`config.mk`:
```
export PLATFORM = sky130hd
export DESIGN_NAME = i2c_eeprom_target_flat
export DESIGN_NICKNAME = d
export VERILOG_FILES = /design/src/rtl/i2c_eeprom_target_if.sv /design/src/rtl/i2c_eeprom_target.sv /design/src/flat_wrapper.sv
export SDC_FILE = /design/constraint.sdc
export NUM_CORES = 2
export LEC_CHECK = 0
export ABC_AREA = 0
export CAP_MARGIN = 0
export CORE_ASPECT_RATIO = 1.25
export CORE_MARGIN = 10
export CORE_UTILIZATION = 30
export DETAILED_ROUTE_END_ITERATION = 10
export GPL_TIMING_DRIVEN = 1
export PLACE_DENSITY_LB_ADDON = 0.05
export SYNTH_ARGS = -nofsm -noshare
export SYNTH_HDL_FRONTEND = slang
export SYNTH_SLANG_ARGS = --single-unit
```
`constraint.sdc`:
```
create_clock -name clk -period 9.45 [get_ports clk]
set_input_delay 2.3625 -clock clk [delete_from_list [all_inputs] [get_ports clk]]
set_output_delay 2.3625 -clock clk [all_outputs]
set_load 0.05 [all_outputs]
```
`src/rtl/i2c_eeprom_target_if.sv`:
```
// I2C target pin bundle: raw SCL/SDA levels in, open-drain pull-down enable and busy out.
// The wp pin exists only when I2C_WP_EN is defined.
interface i2c_eeprom_target_if;
    logic scl_in;
    logic sda_in;
    logic sda_oe;
    logic busy;
`ifdef I2C_WP_EN
    logic wp;
    modport master (output scl_in, sda_in, wp, input sda_oe, busy);
    modport slave  (input scl_in, sda_in, wp, output sda_oe, busy);
`else
    modport master (output scl_in, sda_in, input sda_oe, busy);
    modport slave  (input scl_in, sda_in, output sda_oe, busy);
`endif
endinterface

```
`src/rtl/i2c_eeprom_target.sv`:
```
// 256x8 I2C EEPROM target with an auto-incrementing word pointer, oversampled by clk.
// Optional write protect: define I2C_WP_EN to add the wp pin (writes NACKed while wp=1).
module i2c_eeprom_target #(
    parameter logic [6:0] DEV_ADDR    = 7'h50,
    parameter int         SYNC_STAGES = 2
) (
    input logic                clk,
    input logic                rst,
    i2c_eeprom_target_if.slave bus
);
    typedef enum logic [3:0] {
        ST_IDLE      = 4'd0,
        ST_DEV_ADDR  = 4'd1,
        ST_ACK_DEV   = 4'd2,
        ST_WORD_ADDR = 4'd3,
        ST_ACK_WORD  = 4'd4,
        ST_WR_DATA   = 4'd5,
        ST_ACK_WR    = 4'd6,
        ST_RD_DATA   = 4'd7,
        ST_RD_ACK    = 4'd8
    } state_t;

    state_t                 state, state_n;
    logic [SYNC_STAGES-1:0] scl_sync, sda_sync;
    logic                   scl_prev, sda_prev;
    logic                   scl_s, sda_s, scl_rise, scl_fall, start_det, stop_det;
    logic [2:0]             bit_cnt, bit_cnt_n;
    logic [7:0]             shreg, shreg_n, ptr, ptr_n;
    logic                   rw, rw_n, sda_oe, sda_oe_n, busy, busy_n;
    logic                   rx_step, byte_done, mem_we, wp_on;
    logic [7:0]             rx_byte, mem_rdata;
    logic [7:0]             mem [256];

`ifdef I2C_WP_EN
    assign wp_on = bus.wp;
`else
    assign wp_on = 1'b0;
`endif

    assign scl_s     = scl_sync[SYNC_STAGES-1];
    assign sda_s     = sda_sync[SYNC_STAGES-1];
    assign scl_rise  = scl_s & ~scl_prev;
    assign scl_fall  = ~scl_s & scl_prev;
    assign start_det = scl_s & scl_prev & sda_prev & ~sda_s;
    assign stop_det  = scl_s & scl_prev & ~sda_prev & sda_s;
    assign rx_byte   = {shreg[6:0], sda_s};
    assign mem_rdata = mem[ptr];
    assign rx_step   = scl_rise && (state inside {ST_DEV_ADDR, ST_WORD_ADDR, ST_WR_DATA});
    assign byte_done = rx_step && (bit_cnt == 3'd0);
    assign bus.sda_oe = sda_oe;
    assign bus.busy   = busy;

    // NOTE: sequential state uses non-blocking assignments so every flop samples pre-edge values.
    always_ff @(posedge clk) begin
        if (rst) begin
            scl_sync <= '1;
            sda_sync <= '1;
            scl_prev <= 1'b1;
            sda_prev <= 1'b1;
        end else begin
            scl_sync[0] <= bus.scl_in;
            sda_sync[0] <= bus.sda_in;
            for (int i = 1; i < SYNC_STAGES; i++) begin
                scl_sync[i] <= scl_sync[i-1];
                sda_sync[i] <= sda_sync[i-1];
            end
            scl_prev <= scl_s;
            sda_prev <= sda_s;
        end
    end

    always_ff @(posedge clk) begin
        if (rst) begin
            state   <= ST_IDLE;
            bit_cnt <= 3'd7;
            shreg   <= 8'h00;
            ptr     <= 8'h00;
            rw      <= 1'b0;
            sda_oe  <= 1'b0;
            busy    <= 1'b0;
        end else begin
            state   <= state_n;
            bit_cnt <= bit_cnt_n;
            shreg   <= shreg_n;
            ptr     <= ptr_n;
            rw      <= rw_n;
            sda_oe  <= sda_oe_n;
            busy    <= busy_n;
        end
    end

    // NOTE: storage has no reset so its contents survive rst and map onto plain RAM.
    always_ff @(posedge clk) begin
        if (mem_we && !rst) mem[ptr] <= rx_byte;
    end

    // In ACK states sda_oe doubles as the phase flag: first SCL fall drives ACK, second ends it.
    // NOTE: every always_comb output gets a default first so no latch is inferred.
    always_comb begin
        state_n   = state;
        bit_cnt_n = bit_cnt;
        shreg_n   = shreg;
        ptr_n     = ptr;
        rw_n      = rw;
        sda_oe_n  = sda_oe;
        busy_n    = busy;
        mem_we    = 1'b0;
        if (stop_det) begin
            state_n  = ST_IDLE;
            sda_oe_n = 1'b0;
            busy_n   = 1'b0;
        end else if (start_det) begin
            state_n   = ST_DEV_ADDR;
            bit_cnt_n = 3'd7;
            sda_oe_n  = 1'b0;
        end else begin
            // Receive shift; the 3-bit count wraps 0 -> 7 ready for the next byte.
            if (rx_step) begin
                shreg_n   = rx_byte;
                bit_cnt_n = bit_cnt - 3'd1;
            end
            case (state)
                ST_DEV_ADDR: if (byte_done) begin
                    if (rx_byte[7:1] == DEV_ADDR) begin
                        state_n = ST_ACK_DEV;
                        busy_n  = 1'b1;
                        rw_n    = rx_byte[0];
                    end else begin
                        state_n = ST_IDLE;
                        busy_n  = 1'b0;
                    end
                end
                ST_WORD_ADDR: if (byte_done) begin
                    ptr_n   = rx_byte;
                    state_n = ST_ACK_WORD;
                end
                ST_WR_DATA: if (byte_done) begin
                    state_n = ST_ACK_WR;
                    if (!wp_on) begin
                        mem_we = 1'b1;
                        ptr_n  = ptr + 8'd1;
                    end
                end
                ST_ACK_DEV, ST_ACK_WORD, ST_ACK_WR: if (scl_fall) begin
                    if (state == ST_ACK_WR && wp_on) begin
                        state_n  = ST_IDLE;
                        sda_oe_n = 1'b0;
                        busy_n   = 1'b0;
                    end else if (!sda_oe) begin
                        sda_oe_n = 1'b1;
                    end else if (state == ST_ACK_DEV && rw) begin
                        state_n   = ST_RD_DATA;
                        sda_oe_n  = ~mem_rdata[7];
                        shreg_n   = {mem_rdata[6:0], 1'b0};
                        bit_cnt_n = 3'd7;
                    end else begin
                        sda_oe_n = 1'b0;
                        state_n  = (state == ST_ACK_DEV) ? ST_WORD_ADDR : ST_WR_DATA;
                    end
                end
                ST_RD_DATA: if (scl_fall) begin
                    sda_oe_n  = (bit_cnt == 3'd0) ? 1'b0 : ~shreg[7];
                    shreg_n   = {shreg[6:0], 1'b0};
                    bit_cnt_n = bit_cnt - 3'd1;
                    if (bit_cnt == 3'd0) state_n = ST_RD_ACK;
                end
                ST_RD_ACK: begin
                    if (scl_rise) begin
                        ptr_n = ptr + 8'd1;
                        if (sda_s) begin
                            state_n = ST_IDLE;
                            busy_n  = 1'b0;
                        end
                    end else if (scl_fall) begin
                        state_n   = ST_RD_DATA;
                        sda_oe_n  = ~mem_rdata[7];
                        shreg_n   = {mem_rdata[6:0], 1'b0};
                        bit_cnt_n = 3'd7;
                    end
                end
                default: ;
            endcase
        end
    end
endmodule

```
`src/flat_wrapper.sv`:
```
// flat-port wrapper written by rule: the top's interface ports become plain ports
module i2c_eeprom_target_flat 
#(
    parameter logic [6:0] DEV_ADDR    = 7'h50,
    parameter int         SYNC_STAGES = 2
)
  (clk, rst, bus_scl_in, bus_sda_in, bus_sda_oe, bus_busy);
  i2c_eeprom_target_if bus_i ();
  input logic clk;
  input logic rst;
  input wire logic [$bits(bus_i.scl_in)-1:0] bus_scl_in;
  input wire logic [$bits(bus_i.sda_in)-1:0] bus_sda_in;
  output wire logic [$bits(bus_i.sda_oe)-1:0] bus_sda_oe;
  output wire logic [$bits(bus_i.busy)-1:0] bus_busy;
  assign bus_i.scl_in = bus_scl_in;
  assign bus_i.sda_in = bus_sda_in;
  assign bus_sda_oe = bus_i.sda_oe;
  assign bus_busy = bus_i.busy;
  i2c_eeprom_target #(.DEV_ADDR(DEV_ADDR), .SYNC_STAGES(SYNC_STAGES)) u_core (.clk(clk), .rst(rst), .bus(bus_i));
endmodule
```
[Word-level counts from Yosys, hierarchy flattened]
Memories as Yosys holds them, arrays and structs flattened. A register that Yosys moved wholly into a read port is not among the register bits.
Index checks and enable logic that the tools add are counted.
Word-level totals
  register bits after elaboration: 32
  bits in writable memories: 2048
  memories kept: 1
  bits of input ports: 4
  word-level logic and storage cells: 140
  output and inout bits: 2
Memories
  u_core.mem: words 256, bits a word 8, read ports 1, clocked after Yosys merged registers in 1, wr ports 1, RTL line i2c_eeprom_target.sv:32  | logic [7:0] mem [256];
Cells by class
  muxes and demuxes: 57
  eq/ne operators: 31
  reduce and logical (&&, ||, !) cells: 22
  add/subtract/negate cells: 2
  bitwise operators: 15
Operators by type and width (number)
  2-to-1 mux 8 bit: 12
  case mux 8 bit (3 select lines): 2
  2-to-1 mux 4 bit: 11
  2-to-1 mux 3 bit: 9
  inequality test 3 x 1 -> 1 bit, second input constant: 8
  case mux 4 bit (6 select lines): 1
  inequality test 2 x 1 -> 1 bit, second input constant: 10
  AND reduction 10 bit: 2
  2-to-1 mux 1 bit: 18
  equality test 4 x 3 -> 1 bit, second input constant: 4
  AND reduction 5 bit: 3
  case mux 3 bit (3 select lines): 1
  nonzero test 3 bit: 3
  adder 8 x 1 -> 8 bit, second input constant: 1
  equality test 4 x 2 -> 1 bit, second input constant: 2
  inverter 1 bit: 8
  bitwise AND 1 bit: 7
  equality test 7 bit, second input constant: 1
  nonzero test 7 bit: 1
  AND reduction 6 bit: 1
  nonzero test 6 bit: 1
  OR reduction 3 bit: 2
  equality test 4 x 1 -> 1 bit, second input constant: 1
  equality test 4 bit, second input constant: 1
  other kinds (14): 17

[Logic depth before layout (Yosys ltp)]
  depth in word-level cells: 11
  gate-level depth with buffers: 13
  mapped depth without buffers: 9

[Worst setup path after synthesis]
OpenSTA, ideal clock, no wires.
  path type: reg2reg
  start: reg u_core.sda_sync[1]
  end: mem u_core.mem[180][0], enable pin
  arrival time: 5966 ps
  path buffers: 3
  cell stages (with the launch flop): 11
  setup time: 370 ps
  data required time: 9080 ps
  slack: 3114 ps
  period minus slack after synthesis: 6336 ps
  path through: dfxtp_1 -> buf_2 -> xor2_1 -> nand2_1 -> nand2b_1 -> or3_1 -> clkbuf_1 -> nor3b_1 -> nand3_1 -> buf_2 -> nor2_1
Between the ends
  longest elaborated chain between the ends: 7
  elaborated cells on any way between the ends: 8
  those cells by class: mux: 4; bitwise: 3; reduce/logical: 1
Ends and longest elaborated chain
  start, declared: RTL line i2c_eeprom_target.sv:24  | logic [SYNC_STAGES-1:0] scl_sync, sda_sync;
  start signal, assigned by index: RTL line i2c_eeprom_target.sv:65  | sda_sync[i] <= sda_sync[i-1];
  inverter 1 bit: RTL line i2c_eeprom_target.sv:44  | assign start_det = scl_s & scl_prev & sda_prev & ~sda_s;
  bitwise AND 1 bit: RTL line i2c_eeprom_target.sv:44
  2-to-1 mux 1 bit: RTL line i2c_eeprom_target.sv:112  | end else if (start_det) begin
  2-to-1 mux 1 bit (*): RTL line i2c_eeprom_target.sv:108  | if (stop_det) begin
  logical AND 1 bit (*): RTL line i2c_eeprom_target.sv:94  | if (mem_we && !rst) mem[ptr] <= rx_byte;
  2-to-1 mux 1 bit (*): RTL line i2c_eeprom_target.sv:94
  2-to-1 mux 1 bit (implied by the code) (*): RTL line i2c_eeprom_target.sv:94
  end, declared: RTL line i2c_eeprom_target.sv:32
Mark *: on every way between the ends. The rest lies on a longest branch, timed or not.

[Final worst setup path]
  start: in rst
  end: mem u_core.mem[150][2], enable pin
Between the ends
  longest elaborated chain between the ends: 4
Ends and longest elaborated chain
  start, declared: RTL line flat_wrapper.sv:10  | input logic rst;
  logical NOT 1 bit: RTL line i2c_eeprom_target.sv:94
  logical AND 1 bit: RTL line i2c_eeprom_target.sv:94
  2-to-1 mux 1 bit: RTL line i2c_eeprom_target.sv:94
  2-to-1 mux 1 bit (implied by the code): RTL line i2c_eeprom_target.sv:94
No other way between the ends.

==> summary.txt <==
setup_tns -> 0 ns
Tmin final -> 6.14 ns
Top Ports -> 6
Vias -> 39600
Routed Antenna Nets -> 0
first-pass GRT wire length -> 373000 um
CP startpoint kind -> primary input
Die W -> 487 um
Die Y -> 603 um
Die Area -> 293000 um2
Fillers -> 25200
drt wl/cell -> 34.9 um
H-Tree Depth -> 4
Layout area overhead -> 14.7%
normalized max-slew margin -> 0.264
worst setup path class -> primary input to flop
Synth async-reset ratio -> 0
Syn Inst Count -> 3885
total grt overflow -> 0
post-cts hold buffer count -> 0
Syn Area/Cell -> 21.0 um2
worst reg-to-reg setup slack -> 4.21 ns
crit path DAT -> 6.64 ns
pin count of the biggest net entering global routing -> 149
required time of the critical path -> 9.95 ns
vias in the first global route -> 41800
number of port buffers -> 5
area leader, netlist -> edfxtp_1
Slew Viols, Final -> 0
Crit. End Element -> flop
Synth warnings -> 0
Clk Tree Root Cell -> clkbuf_16
Tot GR Track Use -> 0.180
HPWL after DPL -> 164000 um
Power Density -> 206 nW/um2
outcome -> finished clean
FF+latch count, synth -> 2088
endpoints failing hold -> 0
leakage dissipation -> 27.9 nW
Main synth FF type -> edfxtp_1
RSZ-0062 raised after global routing -> no
gp weighted congestion -> 0.783
row cnt -> 214
Final #Nets -> 3989
dominant cells by area after synthesis -> edfxtp_1 75%, mux4_2 15%, nor2_1 1.4%
CTS buffer count -> 226
Max Cap Viol -> 0
CP max FO -> 16
vias per cell -> 5.12
number of flops mapped to enable cells by yosys -> 2048
Least-Margin Pin Slew -> 1.10 ns
final setup fails -> 0
clock tree from TritonCTS -> yes
final WL -> 270000 um
worst skew pair latency -> 0.89 ns
most frequent cells in the layout -> 2048 x edfxtp_1, 548 x mux4_2, 310 x nor2_1, 229 x clkbuf_16, 137 x nand2_1
core area -> 271000 um2
Hold Path Class -> flop to flop
Post-Syn Nets -> 3898
post-CTS sizing -> 0
clk sinks -> 2088
Setup Skew -> 0.0424 ns
initial DRC count -> 3903
residual DRC count -> 0
Post-CTS Setup Inserts -> 0
netlist area before placement -> 81600 um2
Worst-path clk slew -> 0.06 ns
initial antenna violation count -> 12
commonest non-fill, non-tap cell in the layout -> edfxtp_1
Initial Util -> 0.301
Longest Clk Path Bufs -> 4
Peak VDD IR -> 0.133 mV
PnR Total Power -> 19.3 mW
Synth top area share -> 0.754
Unique masters post-synth -> 71
Pre-Repair DR Iteration Count -> 5
Seq/Total Area, Yosys -> 0.763
period utilization -> 0.650
fmax -> 163 MHz
fraction of layout cells with a size suffix above 1 -> 0.249
area by class of cell:
type,instances,area [um2],area share
diodes,7,17.5,0.000187
clock buffers,267,5900,0.0631
clock inverters,144,1720,0.0184
inverters,19,78.8,0.000842
multi-input cells,1548,18200,0.194
flip-flops and latches,2088,62300,0.666
well taps,3564,4460,0.0477
repair buffers,93,873,0.00933
final timing paths:
check,startpoint,to,cells after the start
max,rst,u_core.mem[150][2]$_DFFE_PP_,6
min,u_core.sda_sync[0]$_SDFF_PP1_,u_core.sda_sync[1]$_SDFF_PP1_,1
max reg2reg,u_core.sda_sync[1]$_SDFF_PP1_,u_core.mem[150][2]$_DFFE_PP_,7
min reg2reg,u_core.sda_sync[0]$_SDFF_PP1_,u_core.sda_sync[1]$_SDFF_PP1_,1
logic make-up after synthesis:
group	Yosys count	share of synthesized area
DFF	2088	0.763
AOI/OAI and AO/OA	263	0.0221
muxes	658	0.165
adders and majority gates	10	0.00150
and+or+nand+nor	616	0.0326
xor gates and xnor gates	1	0.000107
buffers and inverters	249	0.0155
report_power, final:
group	total, mW	internal [mW]	switching [mW]	leakage [nW]
Clock	9.23	5.48	3.75	3.67
Combinational	0.0328	0.00572	0.0271	5.09
Sequential	10.0	10.0	0.00395	19.2
Total	19.3	15.5	3.78	27.9
cell usage after synthesis, types with 9 or more instances:
library cell     n
o2111ai_1        9
mux2i_1        101
inv_1           17
nand2b_1        11
buf_4           36
mux2_2           9
buf_2           62
or2_2           11
buf_6           14
nor2_1         311
clkbuf_1       103
o221ai_1        17
a21oi_1         59
a31oi_1         12
a211oi_1        19
edfxtp_1      2048
o21ai_0         29
nor3_1          17
o22ai_1         29
ha_1             9
nand2_1        149
buf_1           14
mux4_2         548
nand3_1         44
dfxtp_1         40
a22oi_1         23
nor2b_1         23
nor4_1          11
registers in the layout, summed over array words and instances (netlist names), named ones only:
signal	count
u_core.ptr	8
u_core.rw	1
u_core.sda_prev	1
u_core.scl_sync	2
u_core.state	4
u_core.bus.sda_oe	1
u_core.bus.busy	1
u_core.mem	2048
u_core.scl_prev	1
u_core.sda_sync	2
u_core.shreg	8
u_core.bit_cnt	3
through the flow:
stage | std cells | hold WS (ns) | setup slack [ns] | area [um2] | util
final | 7730 | 0.411 | 3.31 | 93600 | 0.345
after global routing | 7725 | 0.432 | 3.06 | 93600 | 0.345
after CTS | 7723 | 0.414 | 3.21 | 93600 | 0.345
after detailed placement | 7312 | 0.400 | 2.26 | 85900 | 0.317
after global placement | 7312 | 0.396 | 2.14 | 85900 | 0.317
after floorplan | 3885 | 0.389 | 3.11 | 81600 | -
critical path, cell delays in order:
cell and delay [ns]:
clkdlybuf4s50_1 0.51, nand2b_1 0.33, or3_1 0.69, nor3b_1 0.98, nand2_1 0.88, nor2_1 0.85
metal layers:
metal  GRT usage  up-vias  share of wire
li1            -    16400              -
met1       0.245    21900           0.43
met2       0.307      997           0.50
met3      0.0232      319          0.040
met4      0.0450        0          0.026
met5           0        -              0
(Power assumes the default switching activity.)
